File: src/rtl/pipe_control_pkg.sv
// -----------------------------------------------------------------------------
// pipe_control_pkg
// Shared definitions for the in-order pipeline control path: opcode values,
// control-word bit positions, the control-word width and the instruction
// decoder used by the decode stage.
// No ports (package).
// -----------------------------------------------------------------------------
package pipe_control_pkg;

   // Control word width and bit positions (bit 8 is the MSB).
   localparam int CW            = 9;
   localparam int CB_REG_WRITE  = 8;
   localparam int CB_MEM_TO_REG = 7;
   localparam int CB_MEM_READ   = 6;
   localparam int CB_MEM_WRITE  = 5;
   localparam int CB_BRANCH     = 4;
   localparam int CB_JUMP       = 3;
   localparam int CB_ALU_SRC    = 2;
   localparam int CB_REG_DST    = 1;
   localparam int CB_HALT       = 0;

   typedef enum logic [3:0] {
      OP_ADD  = 4'd0,
      OP_SUB  = 4'd1,
      OP_AND  = 4'd2,
      OP_OR   = 4'd3,
      OP_LW   = 4'd4,
      OP_SW   = 4'd5,
      OP_BEQ  = 4'd6,
      OP_JMP  = 4'd7,
      OP_HALT = 4'd14,
      OP_NOP  = 4'd15
   } opcode_e;

   typedef struct packed {
      logic [CW-1:0] ctrl;
      logic [1:0]    aluop;
      logic          illegal;
   } decode_t;

   // op_lo is the low nibble of the opcode; op_hi flags any set bit above it,
   // which makes the opcode illegal regardless of the nibble.
   function automatic decode_t decode(input logic [3:0] op_lo, input logic op_hi);
      decode_t d;
      d = '0;
      if (op_hi) begin
         d.illegal = 1'b1;
      end else begin
         case (op_lo)
            OP_ADD: begin
               d.ctrl[CB_REG_WRITE] = 1'b1;
               d.ctrl[CB_REG_DST]   = 1'b1;
            end
            OP_SUB: begin
               d.ctrl[CB_REG_WRITE] = 1'b1;
               d.ctrl[CB_REG_DST]   = 1'b1;
               d.aluop              = 2'b01;
            end
            OP_AND: begin
               d.ctrl[CB_REG_WRITE] = 1'b1;
               d.ctrl[CB_REG_DST]   = 1'b1;
               d.aluop              = 2'b10;
            end
            OP_OR: begin
               d.ctrl[CB_REG_WRITE] = 1'b1;
               d.ctrl[CB_REG_DST]   = 1'b1;
               d.aluop              = 2'b11;
            end
            OP_LW: begin
               d.ctrl[CB_REG_WRITE]  = 1'b1;
               d.ctrl[CB_MEM_TO_REG] = 1'b1;
               d.ctrl[CB_MEM_READ]   = 1'b1;
               d.ctrl[CB_ALU_SRC]    = 1'b1;
            end
            OP_SW: begin
               d.ctrl[CB_MEM_WRITE] = 1'b1;
               d.ctrl[CB_ALU_SRC]   = 1'b1;
            end
            OP_BEQ: begin
               d.ctrl[CB_BRANCH] = 1'b1;
               d.aluop           = 2'b01;
            end
            OP_JMP:  d.ctrl[CB_JUMP] = 1'b1;
            OP_HALT: d.ctrl[CB_HALT] = 1'b1;
            OP_NOP:  d.ctrl          = '0;
            default: d.illegal       = 1'b1;
         endcase
      end
      return d;
   endfunction

endpackage

File: src/rtl/pipe_control_stage.sv
// -----------------------------------------------------------------------------
// pipe_control_stage
// One control pipeline register (valid, control word, ALU op, destination).
// kill forces a bubble and overrides hold; hold keeps the current contents;
// otherwise the stage loads its input.
// Ports:
//   clk, rst        clock, synchronous active-high reset (reset = bubble)
//   hold_i, kill_i  freeze / force-bubble controls
//   *_i             next contents offered by the upstream stage
//   *_o             current stage contents
// -----------------------------------------------------------------------------
module pipe_control_stage
   import pipe_control_pkg::*;
#(
   parameter int REGW = 3
) (
   input  logic            clk,
   input  logic            rst,
   input  logic            hold_i,
   input  logic            kill_i,
   input  logic            valid_i,
   input  logic [CW-1:0]   ctrl_i,
   input  logic [1:0]      aluop_i,
   input  logic [REGW-1:0] dst_i,
   output logic            valid_o,
   output logic [CW-1:0]   ctrl_o,
   output logic [1:0]      aluop_o,
   output logic [REGW-1:0] dst_o
);

   logic            valid_q, valid_d;
   logic [CW-1:0]   ctrl_q,  ctrl_d;
   logic [1:0]      aluop_q, aluop_d;
   logic [REGW-1:0] dst_q,   dst_d;

   always_comb begin
      // NOTE: next-state defaults to the current value before any branch, so
      // every path assigns every signal and no latch is inferred.
      valid_d = valid_q;
      ctrl_d  = ctrl_q;
      aluop_d = aluop_q;
      dst_d   = dst_q;
      if (kill_i) begin
         valid_d = 1'b0;
         ctrl_d  = '0;
         aluop_d = '0;
         dst_d   = '0;
      end else if (!hold_i) begin
         valid_d = valid_i;
         ctrl_d  = ctrl_i;
         aluop_d = aluop_i;
         dst_d   = dst_i;
      end
   end

   // NOTE: state is updated with non-blocking assignments; every field, not
   // only valid, is reset because a bubble is defined as all-zero contents.
   always_ff @(posedge clk) begin
      if (rst) begin
         valid_q <= 1'b0;
         ctrl_q  <= '0;
         aluop_q <= '0;
         dst_q   <= '0;
      end else begin
         valid_q <= valid_d;
         ctrl_q  <= ctrl_d;
         aluop_q <= aluop_d;
         dst_q   <= dst_d;
      end
   end

   assign valid_o = valid_q;
   assign ctrl_o  = ctrl_q;
   assign aluop_o = aluop_q;
   assign dst_o   = dst_q;

endmodule

File: src/rtl/pipe_control.sv
// -----------------------------------------------------------------------------
// pipe_control
// Decode-stage control for an in-order pipeline: decodes the instruction,
// detects load-use hazards, and drives STAGES control registers (EX, MEM,
// WB, ...) with stall, flush, bubble insertion and a sticky HALT.
// Ports:
//   clk, rst              clock, synchronous active-high reset
//   in_valid / in_ready   decode-stage handshake
//   opcode, rs, rt, rd    instruction fields
//   stall, flush          external freeze / branch-taken kill
//   stage_valid/ctrl/aluop/dst  per-stage contents, stage 0 (EX) in the LSBs
//   illegal               pulse, aligned with the illegal instruction in EX
//   bubble_cnt            saturating count of load-use bubbles
// -----------------------------------------------------------------------------
module pipe_control
   import pipe_control_pkg::*;
#(
   parameter int OPW         = 4,
   parameter int REGW        = 3,
   parameter int STAGES      = 3,
   parameter int FLUSH_DEPTH = 2
) (
   input  logic                   clk,
   input  logic                   rst,
   input  logic                   in_valid,
   output logic                   in_ready,
   input  logic [OPW-1:0]         opcode,
   input  logic [REGW-1:0]        rs,
   input  logic [REGW-1:0]        rt,
   input  logic [REGW-1:0]        rd,
   input  logic                   stall,
   input  logic                   flush,
   output logic [STAGES-1:0]      stage_valid,
   output logic [STAGES*CW-1:0]   stage_ctrl,
   output logic [STAGES*2-1:0]    stage_aluop,
   output logic [STAGES*REGW-1:0] stage_dst,
   output logic                   illegal,
   output logic [15:0]            bubble_cnt
);

   // Current stage contents.
   logic [STAGES-1:0]           s_valid;
   logic [STAGES-1:0][CW-1:0]   s_ctrl;
   logic [STAGES-1:0][1:0]      s_aluop;
   logic [STAGES-1:0][REGW-1:0] s_dst;

   // Contents offered to each stage and per-stage kill.
   logic [STAGES-1:0]           d_valid;
   logic [STAGES-1:0][CW-1:0]   d_ctrl;
   logic [STAGES-1:0][1:0]      d_aluop;
   logic [STAGES-1:0][REGW-1:0] d_dst;
   logic [STAGES-1:0]           kill;

   logic            illegal_q, illegal_d;
   logic            halt_q, halt_d;
   logic [15:0]     bubble_cnt_q, bubble_cnt_d;

   logic [3:0]      op_lo;
   logic            op_hi;
   decode_t         dec;
   logic [REGW-1:0] dec_dst;
   logic            hazard;
   logic            halted;
   logic            accept;

   assign op_lo   = 4'(opcode);
   assign op_hi   = |(opcode >> 4);
   assign dec     = decode(op_lo, op_hi);
   assign dec_dst = dec.ctrl[CB_REG_DST] ? rd : rt;

   // Load in EX whose result the decode instruction needs next cycle.
   assign hazard = s_valid[0] & s_ctrl[0][CB_MEM_READ] & in_valid &
                   ((s_dst[0] == rs) | (s_dst[0] == rt));

   // Halted from the cycle a HALT sits in the last stage, and for good after.
   assign halted   = halt_q | (s_valid[STAGES-1] & s_ctrl[STAGES-1][CB_HALT]);
   assign in_ready = ~stall & ~hazard & ~flush & ~halted;
   assign accept   = in_valid & in_ready;

   always_comb begin
      d_valid = '0;
      d_ctrl  = '0;
      d_aluop = '0;
      d_dst   = '0;
      kill    = '0;

      // Stage 0 takes the decoded instruction, or a bubble when nothing is
      // accepted (hazard, flush, halt or no instruction).
      d_valid[0] = accept;
      if (accept) begin
         d_ctrl[0]  = dec.ctrl;
         d_aluop[0] = dec.aluop;
         d_dst[0]   = dec_dst;
      end

      for (int k = 1; k < STAGES; k++) begin
         d_valid[k] = s_valid[k-1];
         d_ctrl[k]  = s_ctrl[k-1];
         d_aluop[k] = s_aluop[k-1];
         d_dst[k]   = s_dst[k-1];
      end

      // Flush kills the decode slot plus the youngest FLUSH_DEPTH-1 stages.
      for (int k = 0; k < STAGES; k++) begin
         kill[k] = flush && (k < FLUSH_DEPTH - 1);
      end

      illegal_d    = accept & dec.illegal;
      halt_d       = halted;
      bubble_cnt_d = bubble_cnt_q;
      if (hazard && !stall && !flush && (bubble_cnt_q != 16'hFFFF)) begin
         bubble_cnt_d = bubble_cnt_q + 16'd1;
      end
   end

   always_ff @(posedge clk) begin
      if (rst) begin
         illegal_q    <= 1'b0;
         halt_q       <= 1'b0;
         bubble_cnt_q <= '0;
      end else begin
         illegal_q    <= illegal_d;
         halt_q       <= halt_d;
         bubble_cnt_q <= bubble_cnt_d;
      end
   end

   for (genvar k = 0; k < STAGES; k++) begin : g_stage
      pipe_control_stage #(
         .REGW (REGW)
      ) u_stage (
         .clk     (clk),
         .rst     (rst),
         .hold_i  (stall),
         .kill_i  (kill[k]),
         .valid_i (d_valid[k]),
         .ctrl_i  (d_ctrl[k]),
         .aluop_i (d_aluop[k]),
         .dst_i   (d_dst[k]),
         .valid_o (s_valid[k]),
         .ctrl_o  (s_ctrl[k]),
         .aluop_o (s_aluop[k]),
         .dst_o   (s_dst[k])
      );
   end

   assign stage_valid = s_valid;
   assign stage_ctrl  = s_ctrl;
   assign stage_aluop = s_aluop;
   assign stage_dst   = s_dst;
   assign illegal     = illegal_q;
   assign bubble_cnt  = bubble_cnt_q;

endmodule

File: config.mk
export PLATFORM = sky130hd
export DESIGN_NAME = pipe_control
export DESIGN_NICKNAME = d
export VERILOG_FILES = /design/src/rtl/pipe_control_pkg.sv /design/src/rtl/pipe_control_stage.sv /design/src/rtl/pipe_control.sv
export SDC_FILE = /design/constraint.sdc
export NUM_CORES = 1
export LEC_CHECK = 0
export ABC_CLOCK_PERIOD_IN_PS = 2650
export CAP_MARGIN = 20
export CORE_UTILIZATION = 47
export CTS_BUF_LIST = sky130_fd_sc_hd__clkbuf_4 sky130_fd_sc_hd__clkbuf_8 sky130_fd_sc_hd__clkbuf_16
export DETAILED_ROUTE_END_ITERATION = 12
export PLACE_DENSITY_LB_ADDON = 0.08
export SLEW_MARGIN = 5
export SYNTH_ARGS = -nofsm -noshare
export SYNTH_HDL_FRONTEND = slang
export SYNTH_SLANG_ARGS = --single-unit
File: constraint.sdc
create_clock -name clk -period 2.65 [get_ports clk]
set_input_delay 0.265 -clock clk [delete_from_list [all_inputs] [get_ports clk]]
set_output_delay 0.265 -clock clk [all_outputs]
set_load 0.05 [all_outputs]
# Yosys cells after proc, flatten, opt, wreduce, memory -nomap -nowiden
# Index checks and enable logic that the tools add are counted.
# op_classes
bitwise,15
n_eq_ne,12
n_reduce_logical,12
muxes,14
add_sub_neg,1
# op_table
op,n
"16-bit by 1-bit adder with 16-bit output, second input constant",1
"4-bit by 3-bit equality test with 1-bit output, second input constant",4
"16-bit != test, second input constant",1
10-bit OR reduction,1
1-bit bitwise AND,9
9-bit 2-to-1 mux,1
"4-bit by 2-bit equality test with 1-bit output, second input constant",2
"4-bit equality test, second input constant",2
1-bit 2-to-1 mux,8
3-bit equality test,2
3-bit 2-to-1 mux,2
2-bit one-hot mux with 3 select lines,1
2-bit OR reduction,3
5-bit OR reduction,1
"4-bit by 1-bit equality test with 1-bit output, second input constant",1
4-bit logical NOT,1
2-bit 2-to-1 mux,2
1-bit inverter,4
4-bit OR reduction,1
1-bit logical AND,3
1-bit logical NOT,2
1-bit OR,2
# word_totals
ff_bits,63
word_cells,69

# Logic depth before layout (Yosys ltp)
# logic_depth
depth_word,9
mapped_depth,6
mapped_depth_nobuf,5

# Cells and area by module
# From an unflattened synthesis, not the netlist that was laid out.
# hier_totals
cells_unflattened,306
hier_area_um2,2837.7
# modules_own_cells
module,n_inst,cells_per_inst,area_per_inst_um2
pipe_control_stage,3,50,558.0
pipe_control,1,156,1163.6

# Worst setup path before layout
# No wires, ideal clock.
# synth_timing
kind,reg-to-reg
from,"register bubble_cnt_q[8], in the netlist bubble_cnt[8]"
to,"register bubble_cnt_q[7], in the netlist bubble_cnt[7]"
arrival_time_ps,2014
required_time_ps,2527
setup_slack_ps,513
path_buffers,1
stages_incl_launch_ff,7
setup_time_ps,123
cell_sequence,dfxtp_1 -> nand3_1 -> or3_1 -> clkbuf_1 -> nor2_2 -> nor4b_1 -> mux2_1
# synth_via
elab_chain_cells,2
# synth_lines
element,line,source
"start, declared",pipe_control.sv:56,"logic [15:0] bubble_cnt_q, bubble_cnt_d;"
"start signal, assigned",pipe_control.sv:124,bubble_cnt_q <= bubble_cnt_d;
16-bit != test,pipe_control.sv:111,if (hazard && !stall && !flush && (bubble_cnt_q != 16'hFFFF)) begin
1-bit logical AND,pipe_control.sv:111,
# Every way passes these cells.
# A chain may end at the register's enable or synchronous reset.

# Worst setup path in the final report
# layout_timing
from,register g_stage[0].u_stage.dst_q[1]
to,output in_ready
# layout_via
elab_chain_cells,7
# layout_lines
element,line,source
"start, declared",pipe_control_stage.sv:34,"logic [REGW-1:0] dst_q, dst_d;"
"start signal, assigned",pipe_control_stage.sv:68,dst_q <= dst_d;
3-bit equality test,pipe_control.sv:73,((s_dst[0] == rs) | (s_dst[0] == rt));
1-bit OR (*),pipe_control.sv:73,
1-bit bitwise AND (*),pipe_control.sv:72,assign hazard = s_valid[0] & s_ctrl[0][CB_MEM_READ] & in_valid &
1-bit inverter (*),pipe_control.sv:77,assign in_ready = ~stall & ~hazard & ~flush & ~halted;
1-bit bitwise AND (*) (3 in series),pipe_control.sv:77,
"end, declared",pipe_control.sv:26,"output logic in_ready,"
# Every way passes the cells marked *; elsewhere a longest branch is shown, timed or not.

==> flow_metrics.py <==
metrics = {
    "yosys": {
        "yosysTopAreaCell": "dfxtp_1",
        "synth_area_leaders": "dfxtp_1, mux2i_1, buf_4, nor2_1, or4_1",
        "yosysSeqAreaShare": 0.434,
        "syn_area_um2": 2770,
        "synth_seq_cells": 60,
        "post_synth_inst_count": 291,
        "yosys.area.top_type_share": 0.434,
        "synth.avg_cell_area_um2": 9.51,
        "yosysWarnings": 0,
        "ys_types": 38,
        "synth_nets": 310,
    },
    "setup_path": {
        "worstPathRequired_ns": 2.38,
        "crit_type": "flop to output port",
        "arrival_ns": 2.04,
        "startpoint_type": "flop",
        "end_kind": "output port",
        "crit_fanout": 11,
    },
    "global_routing": {
        "first_global_vias": 2009,
        "antenna_found_initial": 0,
        "grt-busiest-layer": "met2",
        "met1_usage": 0.260,
        "grt_use_met2": 0.326,
        "use_met3": 0.0425,
        "grt_pass1_wl_um": 9780,
        "grtUsageTotal": 0.205,
        "grt_max_degree": 38,
        "overflow": 0,
    },
    "clock_network": {
        "cts_tree": "done",
        "postCtsHoldBufs": 0,
        "numCtsBuffers": 9,
        "clock_path_buffers": 2,
        "ctsResizeCount": 0,
        "cts_max_level": 3,
        "path_clk_slew_ns": 0.07,
        "cts_setup_buffers": 0,
        "numClockSinks": 60,
        "cts-root-buf": "clkbuf_8",
        "clock_latency_ns": 0.33,
    },
    "finish": {
        "fillers": 488,
        "syn_to_final_growth_pct": 30.9,
        "final_cell_area_um2": 3620,
        "insertedDiodeCount": 0,
        "final_layout_size_suffix_gt1_frac": 0.0865,
        "nets": 361,
    },
    "detailed_routing": {
        "post_drt_wl_per_cell_um": 14.0,
        "ant_nets": 0,
        "firstDrtPassIters": 5,
        "drcViolationCount": 0,
        "drtIter0Drc": 89,
        "totalWireLength_um": 5880,
        "via_per_inst": 5.31,
        "vias": 2223,
    },
    "timing": {
        "maxSlewHeadroom": 0.552,
        "setup_viol": 0,
        "clock.fmax_mhz": 433,
        "min_period_ns": 2.31,
        "whs_ns": 0.454,
        "maxSlewViolCount": 0,
        "rsz0062_at_grt": "no",
        "tns_ns": 0,
        "fin_skew_ns": 0.00501,
        "finalCritPeriodShare": 0.871,
        "worstMarginPinSlew_ns": 0.672,
        "hold_violations": 0,
    },
    "floorplan": {
        "pin_count": 81,
        "die_h_um": 78.7,
        "dieArea_um2": 6200,
        "core-area_um2": 5570,
        "chipWidth_um": 78.7,
        "rows": 27,
        "start_util": 0.497,
    },
    "placement": {
        "dpl.hpwl_um": 4150,
        "place_area_um2": 3400,
        "place.gp.congestion": 0.806,
        "io_buffers": 80,
    },
    "job": {
        "maxCapViolCount": 0,
    },
    "run_status": {
        "status": "completed",
    },
    "power_and_ir_drop": {
        "p_leak_nw": 1.37,
        "p_per_area_nw_per_um2": 536,
        "peakVddDrop_mv": 0.245,
    },
    "min_path": {
        "hp-class": "input pin to flop",
    },
}
[critical path, stage by stage, from the launching register on]
cell,delay (ns)
dfxtp_1,0.42
xor2_1,0.22
nor4_2,0.10
nor2_1,0.52
and3_1,0.31
buf_12,0.15
[power breakdown]
part	switching (mW)	internal [mW]	leakage, nW
registers	0.00262	0.904	0.483
clock network	0.342	0.575	0.113
logic	0.0671	0.0512	0.773
[cells in the final DEF, fill, tap and decap left out, types with 5 or more instances in the layout]
cell type and instances:
dfxtp_1 60, clkbuf_8 10, mux2i_1 34, o31ai_1 7, clkdlybuf4s50_1 77, a22o_1 5, xor2_1 6, buf_4 5
a21oi_1 10, nor2b_1 5, nand3_1 8, nor2_1 42, nand2_1 12, a32o_1 5, or4_1 9
[flip-flops by register name (all words and copies together) (netlist names)]
signal / count
g_stage.u_stage.ctrl_o: 24
bubble_cnt: 16
g_stage.u_stage.dst_o: 9
g_stage.u_stage.aluop_o: 6
g_stage.u_stage.valid_o: 3
halt_q: 1
illegal: 1
[path summary, 6_finish.rpt]
kind	from	to	cells past startpoint	slack, ns
hold reg to reg	halt_q	halt_q	2	0.48
setup reg to reg	g_stage[0].u_stage.ctrl_o[7]	bubble_cnt[4]	5	0.47
hold / removal	rst	g_stage[2].u_stage.ctrl_o[3]	2	0.45
setup / recovery	g_stage[0].u_stage.dst_o[1]	in_ready	5	0.34
[through the flow]
stage	util	setup slack, ns	total power [mW]	std cells
floorplan	-	0.513	0.995	291
global placement	0.610	0.299	1.05	403
detailed placement	0.610	0.223	1.05	403
CTS	0.650	0.325	1.96	419
global route	0.650	0.158	2.03	419
finish	0.650	0.341	1.94	419
[cells by family after synthesis]
group	synth area share
flops	0.434
mux	0.143
xor+xnor	0.0190
compound gates	0.0918
fa+ha+maj	0.00452
simple gates	0.196
buf+inv	0.112
[synth_stat cells, drive strengths merged]
library cell  number
a211oi             1
a21oi             10
a22o               5
a32o               5
and3               4
and4               2
buf               37
clkbuf             8
dfxtp             60
ha                 1
inv                3
mux2               5
mux2i             34
nand2             12
nand2b             2
nand3              8
nand4              2
nor2              43
nor2b              5
nor3               1
nor3b              1
nor4               7
nor4b              2
o211ai             1
o21ai              5
o31ai              7
o41ai              2
or3                3
or4                9
xor2               6
[cell type report]
type | count | area (um2) | share of cell area
tap | 72 | 90.1 | 0.0249
clock buffer | 12 | 153 | 0.0421
inverter | 3 | 11.3 | 0.00311
clock inverter | 4 | 72.6 | 0.0200
multi-input combinational | 183 | 1260 | 0.347
sequential | 60 | 1200 | 0.331
timing repair buffer | 85 | 838 | 0.231
[layer usage]
metal / share of wire / vias up
met5: 0 / -
met4: 0.018 / 0
met3: 0.049 / 11
met2: 0.47 / 56
met1: 0.46 / 1044
li1: - / 1112
Power figures use the tool's default switching activity.
